==> src/rtl/tone_pkg.sv <==
// Shared types and helpers for the tone frequency detector.
// Holds the FSM state encoding and the timeout constant function.
package tone_pkg;

  localparam int unsigned CNT_W  = 32;
  localparam int unsigned FREQ_W = 32;

  typedef enum logic [1:0] {
    IDLE,
    ARM,
    MEASURE
  } tone_det_state_t;

  // Longest period, in clk cycles, still treated as a live tone.
  function automatic int unsigned timeout_cycles(input int unsigned fclk,
                                                 input int unsigned min_freq);
    return (min_freq == 0) ? 32'hFFFF_FFFF : fclk / min_freq;
  endfunction

endpackage

==> src/rtl/tone_detector_udiv32.sv <==
// Serial unsigned restoring divider: one quotient bit per clk, 32 iterations.
// busy covers the iteration cycles; done pulses for one cycle with quo valid.
module udiv32 (
  input  logic        clk,
  input  logic        reset_n,
  input  logic        start,
  input  logic        abort,
  input  logic [31:0] num,
  input  logic [31:0] den,
  output logic [31:0] quo,
  output logic        busy,
  output logic        done
);

  localparam int unsigned W  = 32;
  localparam int unsigned IW = 5;

  logic [W-1:0]  rem_q, rem_d;
  logic [W-1:0]  quo_q, quo_d;
  logic [W-1:0]  den_q, den_d;
  logic [IW-1:0] iter_q, iter_d;
  logic          busy_q, busy_d;
  logic          done_q, done_d;
  logic [W:0]    shifted_c;
  logic [W:0]    trial_c;

  // Quotient register doubles as the dividend shift register.
  always_comb begin
    shifted_c = {rem_q, quo_q[W-1]};
    trial_c   = shifted_c - {1'b0, den_q};
    rem_d     = rem_q;
    quo_d     = quo_q;
    den_d     = den_q;
    iter_d    = iter_q;
    busy_d    = busy_q;
    done_d    = 1'b0;
    if (abort) begin
      rem_d  = '0;
      quo_d  = '0;
      den_d  = '0;
      iter_d = '0;
      busy_d = 1'b0;
    end else if (start) begin
      rem_d  = '0;
      quo_d  = num;
      den_d  = den;
      iter_d = '0;
      busy_d = 1'b1;
    end else if (busy_q) begin
      if (!trial_c[W]) begin
        rem_d = trial_c[W-1:0];
        quo_d = {quo_q[W-2:0], 1'b1};
      end else begin
        rem_d = shifted_c[W-1:0];
        quo_d = {quo_q[W-2:0], 1'b0};
      end
      iter_d = iter_q + IW'(1);
      if (iter_q == IW'(W - 1)) begin
        busy_d = 1'b0;
        done_d = 1'b1;
      end
    end
  end

  always_ff @(posedge clk) begin
    if (!reset_n) begin
      rem_q  <= '0;
      quo_q  <= '0;
      den_q  <= '0;
      iter_q <= '0;
      busy_q <= 1'b0;
      done_q <= 1'b0;
    end else begin
      rem_q  <= rem_d;
      quo_q  <= quo_d;
      den_q  <= den_d;
      iter_q <= iter_d;
      busy_q <= busy_d;
      done_q <= done_d;
    end
  end

  assign quo  = quo_q;
  assign busy = busy_q;
  assign done = done_q;

endmodule

==> src/rtl/tone_detector.sv <==
// Measures a square-wave frequency in Hz: rising-edge period count in clk
// cycles, then a serial FCLK/period division.
module tone_detector
  import tone_pkg::*;
#(
  parameter int unsigned FCLK     = 50_000_000,
  parameter int unsigned MIN_FREQ = 20
) (
  input  logic              clk,
  input  logic              reset_n,
  input  logic              tone_in,
  input  logic              enable,
  output logic [FREQ_W-1:0] freq,
  output logic              valid,
  output logic              present,
  output logic              busy
);

  localparam int unsigned       TIMEOUT = timeout_cycles(FCLK, MIN_FREQ);
  localparam logic [CNT_W-1:0]  TIMEOUT_CNT = CNT_W'(TIMEOUT);
  localparam logic [FREQ_W-1:0] FCLK_NUM = FREQ_W'(FCLK);

  tone_det_state_t   state_q, state_d;
  logic              s1_q, s2_q, s3_q;
  logic [CNT_W-1:0]  cnt_q, cnt_d;
  logic [FREQ_W-1:0] freq_q, freq_d;
  logic              valid_q, valid_d;
  logic              present_q, present_d;
  logic              rise_c;
  logic              timeout_c;
  logic              div_start_c;
  logic              div_busy;
  logic              div_done;
  logic [FREQ_W-1:0] div_quo;

  // Two-flop synchronizer plus edge register on the asynchronous tone input.
  always_ff @(posedge clk) begin
    if (!reset_n) begin
      s1_q <= 1'b0;
      s2_q <= 1'b0;
      s3_q <= 1'b0;
    end else begin
      s1_q <= tone_in;
      s2_q <= s1_q;
      s3_q <= s2_q;
    end
  end

  assign rise_c    = s2_q & ~s3_q;
  assign timeout_c = (cnt_q == TIMEOUT_CNT);

  always_ff @(posedge clk) begin
    if (!reset_n) state_q <= IDLE;
    else          state_q <= state_d;
  end

  // A rise on the timeout cycle keeps the measurement alive.
  always_comb begin
    state_d = state_q;
    if (!enable) begin
      state_d = IDLE;
    end else begin
      case (state_q)
        IDLE:    state_d = ARM;
        ARM:     if (rise_c) state_d = MEASURE;
        MEASURE: if (timeout_c && !rise_c) state_d = ARM;
        default: state_d = IDLE;
      endcase
    end
  end

  // Divider is only started when fully idle, including its done cycle.
  always_comb begin
    cnt_d       = cnt_q;
    freq_d      = freq_q;
    valid_d     = 1'b0;
    present_d   = present_q;
    div_start_c = 1'b0;
    if (!enable) begin
      cnt_d     = '0;
      freq_d    = '0;
      present_d = 1'b0;
    end else begin
      case (state_q)
        IDLE: cnt_d = '0;
        ARM: begin
          if (rise_c) cnt_d = CNT_W'(1);
        end
        MEASURE: begin
          if (rise_c) begin
            cnt_d       = CNT_W'(1);
            div_start_c = ~div_busy & ~div_done;
          end else if (timeout_c) begin
            cnt_d = '0;
          end else begin
            cnt_d = cnt_q + CNT_W'(1);
          end
          if (timeout_c && !rise_c) begin
            freq_d    = '0;
            present_d = 1'b0;
            valid_d   = present_q;
          end else if (div_done) begin
            freq_d    = div_quo;
            valid_d   = 1'b1;
            present_d = 1'b1;
          end
        end
        default: cnt_d = '0;
      endcase
    end
  end

  always_ff @(posedge clk) begin
    if (!reset_n) begin
      cnt_q     <= '0;
      freq_q    <= '0;
      valid_q   <= 1'b0;
      present_q <= 1'b0;
    end else begin
      cnt_q     <= cnt_d;
      freq_q    <= freq_d;
      valid_q   <= valid_d;
      present_q <= present_d;
    end
  end

  udiv32 u_div (
    .clk     (clk),
    .reset_n (reset_n),
    .start   (div_start_c),
    .abort   (~enable),
    .num     (FCLK_NUM),
    .den     (cnt_q),
    .quo     (div_quo),
    .busy    (div_busy),
    .done    (div_done)
  );

  assign freq    = freq_q;
  assign valid   = valid_q;
  assign present = present_q;
  assign busy    = div_busy;

endmodule

==> config.mk <==
export PLATFORM = sky130hd
export DESIGN_NAME = tone_detector
export DESIGN_NICKNAME = d
export VERILOG_FILES = /design/src/rtl/tone_pkg.sv /design/src/rtl/tone_detector_udiv32.sv /design/src/rtl/tone_detector.sv
export SDC_FILE = /design/constraint.sdc
export NUM_CORES = 1
export LEC_CHECK = 0
export ABC_CLOCK_PERIOD_IN_PS = 3500
export CORE_MARGIN = 2
export CORE_UTILIZATION = 64
export DETAILED_ROUTE_END_ITERATION = 7
export DONT_BUFFER_PORTS = 1
export GPL_TIMING_DRIVEN = 0
export PLACE_DENSITY = 0.83
export SLEW_MARGIN = 20
export SYNTH_ARGS = -nofsm -noshare
export SYNTH_HDL_FRONTEND = slang
export SYNTH_SLANG_ARGS = --single-unit
==> constraint.sdc <==
create_clock -name clk -period 3.5 [get_ports clk]
set_input_delay 0.875 -clock clk [delete_from_list [all_inputs] [get_ports clk]]
set_output_delay 0.875 -clock clk [all_outputs]
set_load 0.1 [all_outputs]
==> flow_metrics.tcl <==
set metrics [dict create \
    outcome "finished clean" \
    syn_inst 1114 \
    route.detailed.drc 0 \
    overflow 0 \
    drv_slew 0 \
    powerDensity_mw_per_mm2 397 \
    critPathRequiredTime_ns 3.77 \
    h-tree-depth 4 \
    cp_common_cell "a21o_1" \
    rsz0062_at_grt "no" \
    min_path_type "flip-flop to flip-flop" \
    synth.most_common_cell "dfxtp_1" \
    yosys_warnings 0 \
    synth_seq_cells 174 \
    setup_viol 0 \
    final_design_area_no_fill_mm2 0.00989 \
    clkLatencyLatePin_ns 0.43 \
    place_area_mm2 0.00928 \
    cts.sink_count 174 \
    maxCapViolCount 0 \
    cp.arrival_ns 3.63 \
    num_rows 43 \
    synthesis.nets 1159 \
    initial_core_util_pct 65.5 \
    grt_pass1_wl_um 36100 \
    cts.hold.buffers_added 0 \
    leakage_nw 3.71 \
    antennaDiodeCount 0 \
    clock_skew_ns 0.0142 \
    cts_root_buf "clkbuf_16" \
    synth_commonest_cells "dfxtp_1, a21oi_1, nor2_1" \
    cp_slowest_cell "dfxtp_1" \
    via_count 8102 \
    worst-path-max-fanout 6 \
    viasPerCell 6.11 \
    drt-pass1-iter-count 5 \
    drtAntennaViolNets 0 \
    ys_types 73 \
    dieArea_mm2 0.0151 \
    ir_drop_uv 393 \
    yosysSeqAreaShare_pct 38.5 \
    regArea_mm2 0.00348 \
    path_cells "inv_1 -> ha_1 -> fa_1 -> nand2b_1 -> a21o_1 -> a21o_1 -> a211oi_4 -> o32ai_4 -> xnor2_4 -> buf_4 -> mux2i_1 -> a21oi_1" \
    routabilityCongestion 0.952 \
    post-place-ws_ns -0.178 \
    drive_gt1_share_pct 5.67 \
    num-nets-final 1179 \
    pin_count 39 \
    synth_area_leaders "dfxtp_1, a21oi_1, ha_1, mux2i_1, nor2_1" \
    ys.flop_type "dfxtp_1" \
    cts.path.max_buffers 2 \
    async_flop_share_pct 0 \
    synth_area_per_cell_um2 8.13 \
    finalCritPeriodShare_pct 96.0 \
    antenna_found_initial 0 \
    die_y_um 123 \
    worst_slack_ns 0.140 \
    port_buffers 0 \
    drt-initial-drc-count 768 \
    fillers 1054 \
    tightest_slew_ns 1.02 \
    fin_crit_ns 3.36 \
    cts_tree "done" \
    cpPeakStageDelay_ns 0.43 \
    cp-start-kind "flip-flop" \
    synth_top_area_share_pct 38.5 \
    criticalPathCategory "flip-flop to flip-flop" \
    area_delta_synth_final_pct 9.27 \
    synth_area_mm2 0.00905 \
    multi_input_area_mm2 0.00510 \
    grt_max_degree 18 \
    end_kind "flip-flop" \
    routed_wl_um 22200 \
    finalHoldViolations 0 \
    synth_edf_count 0 \
    clk_pin_slew_ns 0.07 \
    die_w_um 123 \
    fmax_mhz 298 \
    cts_buffers 17 \
    final_util_pct 71.5 \
    dp_hpwl_um 15900 \
    grt_use_total_pct 30.0 \
    grt_pass1_vias 7519 \
    coreArea_mm2 0.0138 \
    synth_top_cell_by_area "dfxtp_1" \
    routedWlPerCell_um 16.7 \
    slew_headroom_pct 32.2 \
]
## placed cells by master, fill, tap and decap left out, drive strengths merged, types with 10 or more instances in the layout
| master | n |
|---|---|
| dfxtp | 174 |
| a21oi | 128 |
| nor2 | 126 |
| nand2 | 116 |
| o21ai | 71 |
| clkbuf | 68 |
| inv | 60 |
| mux2i | 49 |
| ha | 40 |
| a22oi | 32 |
| xor2 | 22 |
| xnor2 | 20 |
| and3 | 20 |
| nand4 | 19 |
| nand3 | 17 |
| buf | 17 |
| a21o | 14 |
| nor3 | 13 |
| a31oi | 12 |
| or3 | 10 |
| and2 | 10 |
## registers in the layout (all words and copies together), names as in the netlist
signal,count
u_div.den_q,32
present,1
s1_q,1
s2_q,1
freq,32
state_q,2
valid,1
u_div.quo,32
cnt_q,32
s3_q,1
u_div.rem_q,32
u_div.busy,1
u_div.iter_q,5
u_div.done,1
## metal layers
| layer | share of wire (%) | global-route usage [%] | vias to the layer above |
|---|---|---|---|
| li1 | - | - | 3985 |
| met1 | 45 | 40.2 | 3806 |
| met2 | 46 | 48.1 | 271 |
| met3 | 6.2 | 6.27 | 40 |
| met4 | 2.2 | 10.8 | 0 |
| met5 | 0 | 0 | - |
## cells by family after synthesis
group,count (synthesis),share of synthesized area (%)
buf+inv,119,5.28
flops,174,38.5
xor+xnor,42,4.35
simple gates,377,19.9
fa+ha+maj,41,5.75
mux,49,5.42
compound gates,312,20.8
## area by class of cell
| class | instances | share of cell area, % |
|---|---|---|
| sequential | 174 | 35.2 |
| inverter | 52 | 1.97 |
| buffer | 67 | 2.93 |
| clock inverter | 13 | 1.48 |
| tap | 180 | 2.28 |
| multi-input combinational | 821 | 51.6 |
| timing repair buffer | 1 | 0.0759 |
| clock buffer | 18 | 4.44 |
## power by group
group / internal, mW / leakage, nW / switching [mW]
combinational: 0.0172 / 2.02 / 0.0587
sequential: 1.98 / 1.40 / 0.00148
clock: 1.03 / 0.285 / 0.846
## path summary, 6_finish.rpt
kind	from	end	slack, ns	cells past startpoint
max	u_div.quo[31]$_SDFFE_PP0P_	u_div.rem_q[2]$_SDFFE_PP0P_	0.14	12
min reg2reg	s1_q$_SDFF_PN0_	s2_q$_SDFF_PN0_	0.44	1
max reg2reg	u_div.quo[31]$_SDFFE_PP0P_	u_div.rem_q[2]$_SDFFE_PP0P_	0.14	12
min	s1_q$_SDFF_PN0_	s2_q$_SDFF_PN0_	0.44	1
## critical path: cells and delay by family (launching register included)
| kind | cells | cell delay [ns] |
|---|---|---|
| buffers and inverters | 2 | 0.32 |
| muxes | 1 | 0.24 |
| adders and majority gates | 2 | 0.63 |
| DFF | 1 | 0.43 |
| and+or+nand+nor | 1 | 0.20 |
| xor gates and xnor gates | 1 | 0.33 |
| AOI/OAI and AO/OA | 5 | 1.05 |
## per-stage QoR
step	power, mW	instances	hold slack, ns	setup TNS (ns)
after global routing	4.02	1326	0.462	0
after detailed placement	2.10	1294	0.428	-2.88
after global placement	2.10	1294	0.414	-1.60
after floorplan	2.08	1114	0.412	0
final	3.93	1326	0.439	0
after CTS	3.94	1326	0.444	0
## timing repair
action                                  CTS  global route
endpoints found under the setup margin   22            18
resized for setup                         1             4
pin swaps                                 1             0
setup buffers                             1             0
(Power assumes the default switching activity.)
